**src/rtl/iram_loader.sv**
```systemverilog
// iram_loader: packs a boot byte stream into 16-bit IRAM words, starts the CPU and times its run.
module iram_loader #(
  parameter int DEPTH = 256
) (
  input  logic        clk,
  input  logic        rst,
  input  logic [7:0]  s_data,
  input  logic        s_valid,
  input  logic        s_last,
  output logic        s_ready,
  output logic        iram_we,
  output logic [7:0]  iram_waddr,
  output logic [15:0] iram_wdata,
  output logic        cpu_start,
  input  logic        cpu_idle,
  output logic        busy,
  output logic        done,
  output logic        err,
  output logic [8:0]  words,
  output logic [15:0] run_cycles
);
  typedef enum logic [2:0] {S_LOAD_LO, S_LOAD_HI, S_DRAIN, S_START, S_RUN_ACK, S_RUN} state_t;
  state_t      r_state, w_state;
  logic [7:0]  r_lo, w_lo;
  logic [8:0]  r_words, w_words;
  logic        r_we, w_we;
  logic [7:0]  r_waddr, w_waddr;
  logic [15:0] r_wdata, w_wdata;
  logic        r_start, w_start;
  logic        r_done, w_done;
  logic        r_err, w_err;
  logic [15:0] r_run, w_run;
  logic [1:0]  r_ack, w_ack;
  logic        w_hs, w_full;
  assign s_ready    = (r_state == S_LOAD_LO) || (r_state == S_LOAD_HI) || (r_state == S_DRAIN);
  assign busy       = !((r_state == S_LOAD_LO) && (r_words == 9'd0));
  assign iram_we    = r_we;
  assign iram_waddr = r_waddr;
  assign iram_wdata = r_wdata;
  assign cpu_start  = r_start;
  assign done       = r_done;
  assign err        = r_err;
  assign words      = r_words;
  assign run_cycles = r_run;
  assign w_hs       = s_valid && s_ready;
  assign w_full     = r_words == 9'(DEPTH);
  always_comb begin
    w_state = r_state;
    w_lo    = r_lo;
    w_words = r_words;
    w_we    = 1'b0;
    w_waddr = r_waddr;
    w_wdata = r_wdata;
    w_start = 1'b0;
    w_done  = 1'b0;
    w_err   = r_err;
    w_run   = r_run;
    w_ack   = r_ack;
    case (r_state)
      S_LOAD_LO: if (w_hs) begin
        if (r_words == 9'd0) w_err = 1'b0;
        w_lo    = s_data;
        w_state = S_LOAD_HI;
        if (s_last) begin
          w_err = 1'b1;
          if (w_full) begin
            w_state = S_LOAD_LO;
            w_words = 9'd0;
          end else begin
            w_we    = 1'b1;
            w_waddr = r_words[7:0];
            w_wdata = {8'h00, s_data};
            w_words = r_words + 9'd1;
            w_state = S_START;
          end
        end
      end
      S_LOAD_HI: if (w_hs) begin
        if (w_full) begin
          w_err   = 1'b1;
          w_state = s_last ? S_LOAD_LO : S_DRAIN;
          w_words = s_last ? 9'd0 : r_words;
        end else begin
          w_we    = 1'b1;
          w_waddr = r_words[7:0];
          w_wdata = {s_data, r_lo};
          w_words = r_words + 9'd1;
          w_state = s_last ? S_START : S_LOAD_LO;
        end
      end
      S_DRAIN: if (w_hs && s_last) begin
        w_state = S_LOAD_LO;
        w_words = 9'd0;
      end
      S_START: if (cpu_idle) begin
        w_start = 1'b1;
        w_run   = 16'd0;
        w_ack   = 2'd0;
        w_state = S_RUN_ACK;
      end
      // the cycle that sees the CPU go busy is already part of the run
      S_RUN_ACK: if (!cpu_idle) begin
        w_run   = 16'd1;
        w_state = S_RUN;
      end else if (r_ack == 2'd3) begin
        w_err   = 1'b1;
        w_done  = 1'b1;
        w_words = 9'd0;
        w_state = S_LOAD_LO;
      end else w_ack = r_ack + 2'd1;
      S_RUN: if (cpu_idle) begin
        w_done  = 1'b1;
        w_words = 9'd0;
        w_state = S_LOAD_LO;
      end else w_run = (r_run == 16'hFFFF) ? r_run : r_run + 16'd1;
      default: w_state = S_LOAD_LO;
    endcase
  end
  always_ff @(posedge clk) begin
    if (rst) begin
      r_state <= S_LOAD_LO;
      r_lo    <= '0;
      r_words <= '0;
      r_we    <= 1'b0;
      r_waddr <= '0;
      r_wdata <= '0;
      r_start <= 1'b0;
      r_done  <= 1'b0;
      r_err   <= 1'b0;
      r_run   <= '0;
      r_ack   <= '0;
    end else begin
      r_state <= w_state;
      r_lo    <= w_lo;
      r_words <= w_words;
      r_we    <= w_we;
      r_waddr <= w_waddr;
      r_wdata <= w_wdata;
      r_start <= w_start;
      r_done  <= w_done;
      r_err   <= w_err;
      r_run   <= w_run;
      r_ack   <= w_ack;
    end
  end
endmodule

```
**config.mk**
```make
export PLATFORM = sky130hd
export DESIGN_NAME = iram_loader
export DESIGN_NICKNAME = d
export VERILOG_FILES = /design/src/rtl/iram_loader.sv
export SDC_FILE = /design/constraint.sdc
export NUM_CORES = 1
export LEC_CHECK = 0
export ABC_AREA = 1
export BUFFER_PORTS_ARGS = -buffer_cell sky130_fd_sc_hd__buf_4
export CAP_MARGIN = 5
export CORE_MARGIN = 2
export CORE_UTILIZATION = 45
export DETAILED_ROUTE_END_ITERATION = 12
export GPL_ROUTABILITY_DRIVEN = 0
export PLACE_DENSITY = 0.7
export SYNTH_ARGS = -nofsm -noshare
export SYNTH_HDL_FRONTEND = slang
export SYNTH_SLANG_ARGS = --single-unit
```
**constraint.sdc**
```tcl
create_clock -name clk -period 1.8 [get_ports clk]
set_input_delay 0.09 -clock clk [delete_from_list [all_inputs] [get_ports clk]]
set_output_delay 0.09 -clock clk [all_outputs]
set_load 0.005 [all_outputs]
```
### Yosys cells after proc, flatten, opt, wreduce, memory -nomap -nowiden

Index checks and enable logic that the tools add are counted.

| word-level totals | value |
|---|---|
| register bits after elaboration | 66 |
| input port bits | 13 |

| operators by class | value |
|---|---|
| $add $sub $neg | 3 |
| eq/ne operators | 26 |
| muxes and demuxes | 61 |
| bitwise operators | 1 |
| reductions and logical operators | 22 |

Operators with widths:

| cell | count |
|---|---|
| $mux W16 | 9 |
| $mux W9 | 10 |
| $pmux W16 S3 | 1 |
| $pmux W9 S5 | 1 |
| $mux W8 | 4 |
| $pmux W16 S2 | 1 |
| $ne A2 B2 Y1 const B | 14 |
| $mux W3 | 7 |
| $pmux W3 S6 | 1 |
| $add A16 B1 Y16 const B | 1 |
| $eq A16 B16 Y1 const B | 1 |
| $mux W2 | 8 |
| $pmux W8 S2 | 1 |
| $mux W1 | 14 |
| $reduce_and A6 Y1 | 2 |
| $add A9 B1 Y9 const B | 1 |
| $eq A9 B9 Y1 const B | 1 |
| $logic_not A9 Y1 | 1 |
| $reduce_and A9 Y1 | 1 |
| $reduce_and A4 Y1 | 2 |
| $reduce_and A7 Y1 | 1 |
| $eq A3 B2 Y1 const B | 2 |
| $eq A3 B3 Y1 const B | 2 |
| $ne A3 B3 Y1 const B | 2 |
| other kinds (19) | 25 |

### Logic depth before layout (Yosys ltp)

| logic depth | value |
|---|---|
| word-level depth | 7 |
| mapped depth | 14 |
| gate-level depth less buffers | 14 |

### Worst setup path after synthesis

OpenSTA, ideal clock, no wires.

| timing path | value |
|---|---|
| kind | register to register |
| start point | register r_words[0] (netlist: words[0]) |
| end point | register r_words[1] (netlist: words[1]) |
| library setup time | 0.116 ns |
| arrival | 1.743 ns |
| data required time | 1.684 ns |
| slack | -0.059 ns |
| stages on the path, launching flop included | 14 |
| path buffers | 0 |
| cell sequence | dfxtp_1 -> inv_1 -> ha_1 -> inv_1 -> nor3_2 -> nand3_2 -> inv_1 -> ha_1 -> nand2_1 -> o21ai_2 -> nor2_4 -> nand2_4 -> o21ai_2 -> nor2_1 |

| between the ends | value |
|---|---|
| cells in the longest elaborated chain, start to end | 5 |
| elaborated cells between the ends (all ways) | 10 |
| classes of those cells | add/sub (1); eq/ne (2); mux (6); reduce/logical (1) |

Ends and longest elaborated chain:

| what | line | RTL |
|---|---|---|
| from (decl) | 25 | `logic [8:0] r_words, w_words;` |
| from (signal assigned) | 135 | `r_words <= w_words;` |
| $add A9 B1 Y9 or $eq A9 B9 Y1 (tied branches) | 73, 87, 46 |  |
| $mux W9 | 66 | `if (w_full) begin` |
| $mux W9 | 64 | `if (s_last) begin` |
| $mux W9 | 60 | `S_LOAD_LO: if (w_hs) begin` |
| $pmux W9 S5 | 59 | `case (r_state)` |

Several ways; a longest one is shown, not always the timed one. The select of a mux whose other input is x is not followed.
A chain may end at the register's enable or synchronous reset.

### Worst setup path after layout

| timing path | value |
|---|---|
| start point | register r_words[1] (netlist: words[1]) |
| end point | register r_words[1] (netlist: words[1]) |

The elaborated chain is that of the path after synthesis.

==> run summary <==
The count of final max-slew check failures is 0. In this run the worst setup path terminates at words[1]. The worst register-to-register path has a depth of 14. The largest fanout of any net on the critical path is 6. For this run, the slowest stage of the critical path takes 0.33 ns.

Clock latency on the worst-skew pair, taken at its later pin, is 0.35 ns. Ranked by total cell area, the synthesized netlist is headed by sky130_fd_sc_hd__dfxtp_1 (37%), sky130_fd_sc_hd__nand2_1 (12%), sky130_fd_sc_hd__a21oi_1 (7.2%). The commonest cells after synthesis are sky130_fd_sc_hd__nand2_1 (110), sky130_fd_sc_hd__dfxtp_1 (66), sky130_fd_sc_hd__inv_1 (65). The number of antenna violations at the first check in global routing was 0.

The instance count after placement with tap cells included is 693. The final critical path takes up 99.89% of the cycle. The count of filler cells inserted in the layout came out at 690. In this run the worst hold path is classified as in2reg. The number of buffers inserted during clock tree synthesis came out at 9. The time the worst path needs with I/O delays and setup came out at 1.798 ns. STA classifies the critical path startpoint as a register. After clock tree synthesis, the clock-pin slew on the worst setup and hold paths is 0.08 ns. A synthesized cell averages 6.862 um^2. The number of buffers and inverters on the critical path is 3. The startpoint identified for the worst register-to-register timing path is words[1]. The half-perimeter wire length after detailed placement is 6260 um. The largest individual stage delay along the critical path comes from the cell sky130_fd_sc_hd__dfxtp_2. By instance count, the cell type seen most on the critical path is sky130_fd_sc_hd__inv_2.

The kind of critical path is reg2reg. The placement-stage worst setup slack is 0.03120 ns. The share of flip-flops with an asynchronous set or reset after synthesis came out at 0%. The wire length of the first global-routing pass came out at 14640 um. The number of vias per cell after detailed routing is 4.978. The largest voltage drop on the vdd net is 0.0003945 V. Adding up every negative setup slack in the final design gives 0 ns. The final non-filler cell total came out at 712. In this run the clock root is driven by a sky130_fd_sc_hd__clkbuf_8. The number of detailed-route iterations in the first pass came out at 4. The area fraction of the dominant cell type after synthesis is 37.46%. The remaining max-slew budget at the tightest pin is 55.61%. The synthesized area is 3527 um^2. Setup repair after global routing could not meet its margin everywhere. The flow ran to the end, and the final reports show no timing, DRC or antenna violations. The layout net count is 625. The capturing point of the worst reg2reg path is words[1]. The die covers 8562 um^2. The final standard cell utilization of the core came out at 60.44%. The first routing iteration left 202 violations. The area of the core is 7647 um^2. Derived from the worst setup path, the maximum achievable clock frequency is 0.5562 GHz. The number of register bits inferred by synthesis is 66. The static leakage is 2.030 nW. The launch point of the critical path is words[1]. The initial core utilization is 46.12%. Dividing the detail-routed wire length by the instance count gives 12.50 um.

Of the cells placed in the final design, the portion with a size suffix greater than 1 is 27.87%. The residual overflow from global routing came out at 0. The top cell type by total area after synthesis is sky130_fd_sc_hd__dfxtp_1. For flop-to-flop paths, the worst setup slack is 0.002 ns. The level count of the clock H-tree is 3. The final antenna-violating net count is 0. The largest buffer count on any clock path came out at 2. The area growth from synthesis to layout is 31.04%.

The endpoint arrival time on the critical path came out at 2.05 ns. The smallest setup slack after layout came out at 0.002060 ns. The cell row count is 32. The wire length after detailed routing came out at 8900 um. The power per unit of standard cell area came out at 898.8 nW/um^2. The count of warnings emitted by yosys is 0.

Clock skew on the completed layout was measured at 0.01143 ns. The tool flagged a number of max-cap violations equal to 0. sky130_fd_sc_hd__nand2_1 is the most common cell in the netlist. Entering global routing, the biggest net connects 36 pins. The critical path goes through inv_2 -> ha_4 -> inv_2 -> nor3_4 -> nand3_2 -> inv_2 -> ha_4 -> nand2_4 -> o21ai_4 -> nor2_4 -> nand2_4 -> nand2_1 -> o21ai_1 -> nor2_1. The die boundary width came out at 92.53 um.

The synthesized net count is 534. The number of hold violations in the final report is 0. The overall routing resource usage came out at 21.33%. The most used flip-flop cell after synthesis is sky130_fd_sc_hd__dfxtp_1. The number of global-route vias before repair is 3190. The count of buffers from port buffering is 67. The total number of vias is 3544. TritonCTS built the clock tree. STA classifies the critical path endpoint as a register.

The number of top-level pins came out at 68. The final setup violation count came out at 0. 0 antenna diodes ended up in the layout. The number of different library cells in the post-synthesis netlist came out at 34. The portion of the post-synthesis area used by sequential elements is 37.46%. The post-synthesis instance total came out at 514. The total clock sinks came out at 66. For the pin with the worst max-slew slack, the measured transition is 0.6651 ns. Among cell families on the critical path, the largest total delay comes from simple AND/OR/NAND/NOR gates. The final hold slack is 0.03778 ns. The required time of the critical path came out at 2.05 ns. The remaining routing DRC violations came out at 0. From bottom edge to top edge, the die measures 92.53 um. The number of synthesized flops with an enable pin came out at 0. The instance count on the critical path came out at 14.
-- cell type report --
type                            count  area (um^2)  area share [%]
Timing Repair Buffer               95        733.2           15.86
Sequential cell                    66         1324           28.64
Clock buffer                       10        137.6           2.978
Multi-Input combinational cell    362         1941           41.99
Tap cell                          102        127.6           2.761
Inverter                           71        269.0           5.820
Clock inverter                      6        90.09           1.949
-- metrics by stage --
stage / area (um^2) / total power [W]
after detailed placement: 4274 / 0.002681
after CTS: 4502 / 0.004113
after global placement: 4274 / 0.002658
final: 4622 / 0.004154
after floorplan: 3528 / 0.002315
after global routing: 4622 / 0.004392
-- tightest hold or removal path: stages --
cell	delay, ns
sky130_fd_sc_hd__buf_4	0.09
sky130_fd_sc_hd__a21oi_1	0.05
sky130_fd_sc_hd__nor3_1	0.11
-- where the power goes --
group | switching, W | internal [W]
Combinational | 0.000616 | 0.000439
Clock | 0.000610 | 0.000819
Sequential | 0.0000793 | 0.00159
Total | 0.00130 | 0.00285
-- worst min-delay path by stage --
stage,start,to,slack [ns],depth (start not counted)
after floorplan,cpu_idle,done,0.23,2
after global placement,s_data[5],iram_wdata[13],0.39,3
after detailed placement,s_data[5],iram_wdata[13],0.40,3
after CTS,s_data[5],iram_wdata[13],0.03,3
after global routing,s_data[3],iram_wdata[11],0.04,3
final,s_data[5],iram_wdata[13],0.04,3
-- registers in the layout (all words and copies together) (netlist names) --
register    cells
run_cycles     16
r_lo            8
iram_waddr      8
cpu_start       1
done            1
r_state         3
iram_wdata     16
r_ack           2
iram_we         1
words           9
err             1
-- layout by cell type (no fill, tap or decap), drive strengths merged --
| cell type | netlist | final |
|---|---|---|
| a21oi | 59 | 59 |
| o21a | 1 | 1 |
| xnor2 | 2 | 2 |
| ha | 7 | 7 |
| bufinv | 0 | 2 |
| nor3b | 1 | 1 |
| clkinv | 0 | 3 |
| clkbuf | 5 | 10 |
| nor2 | 70 | 70 |
| inv | 71 | 71 |
| o211ai | 1 | 1 |
| nand4 | 9 | 9 |
| clkinvlp | 0 | 1 |
| o21ai | 42 | 42 |
| nor4 | 1 | 1 |
| buf | 11 | 95 |
| dfxtp | 66 | 66 |
| nor3 | 11 | 11 |
| xor2 | 3 | 3 |
| a31oi | 4 | 4 |
| nand2 | 122 | 123 |
| nand3 | 28 | 28 |
-- kinds of logic after synthesis --
family / Yosys count / synth area share (%)
AOI/OAI and AO/OA: 107 / 16.53
xor gates and xnor gates: 5 / 1.242
adders and majority gates: 7 / 2.483
buffers and inverters: 87 / 10.18
DFF: 66 / 37.46
and+or+nand+nor: 242 / 32.10
-- per-layer routing --
metal	share of wire, %	up-vias	wire length, um	global-route usage [%]
met5	0	-	0	0
met4	0.83	0	74	9.204
met3	5.9	8	522	4.557
met2	44	89	3947	32.00
met1	49	1607	4357	29.52
li1	-	1840	-	-
-- timing repair --
action / CTS / global route
endpoints found under the setup margin: 0 / 15
gates resized for setup: 0 / 27
hold endpoints to repair: 0 / 0
hold buffers: 0 / 0
setup buffers: 0 / 2
Note: power is estimated with default switching activity, not from simulation.
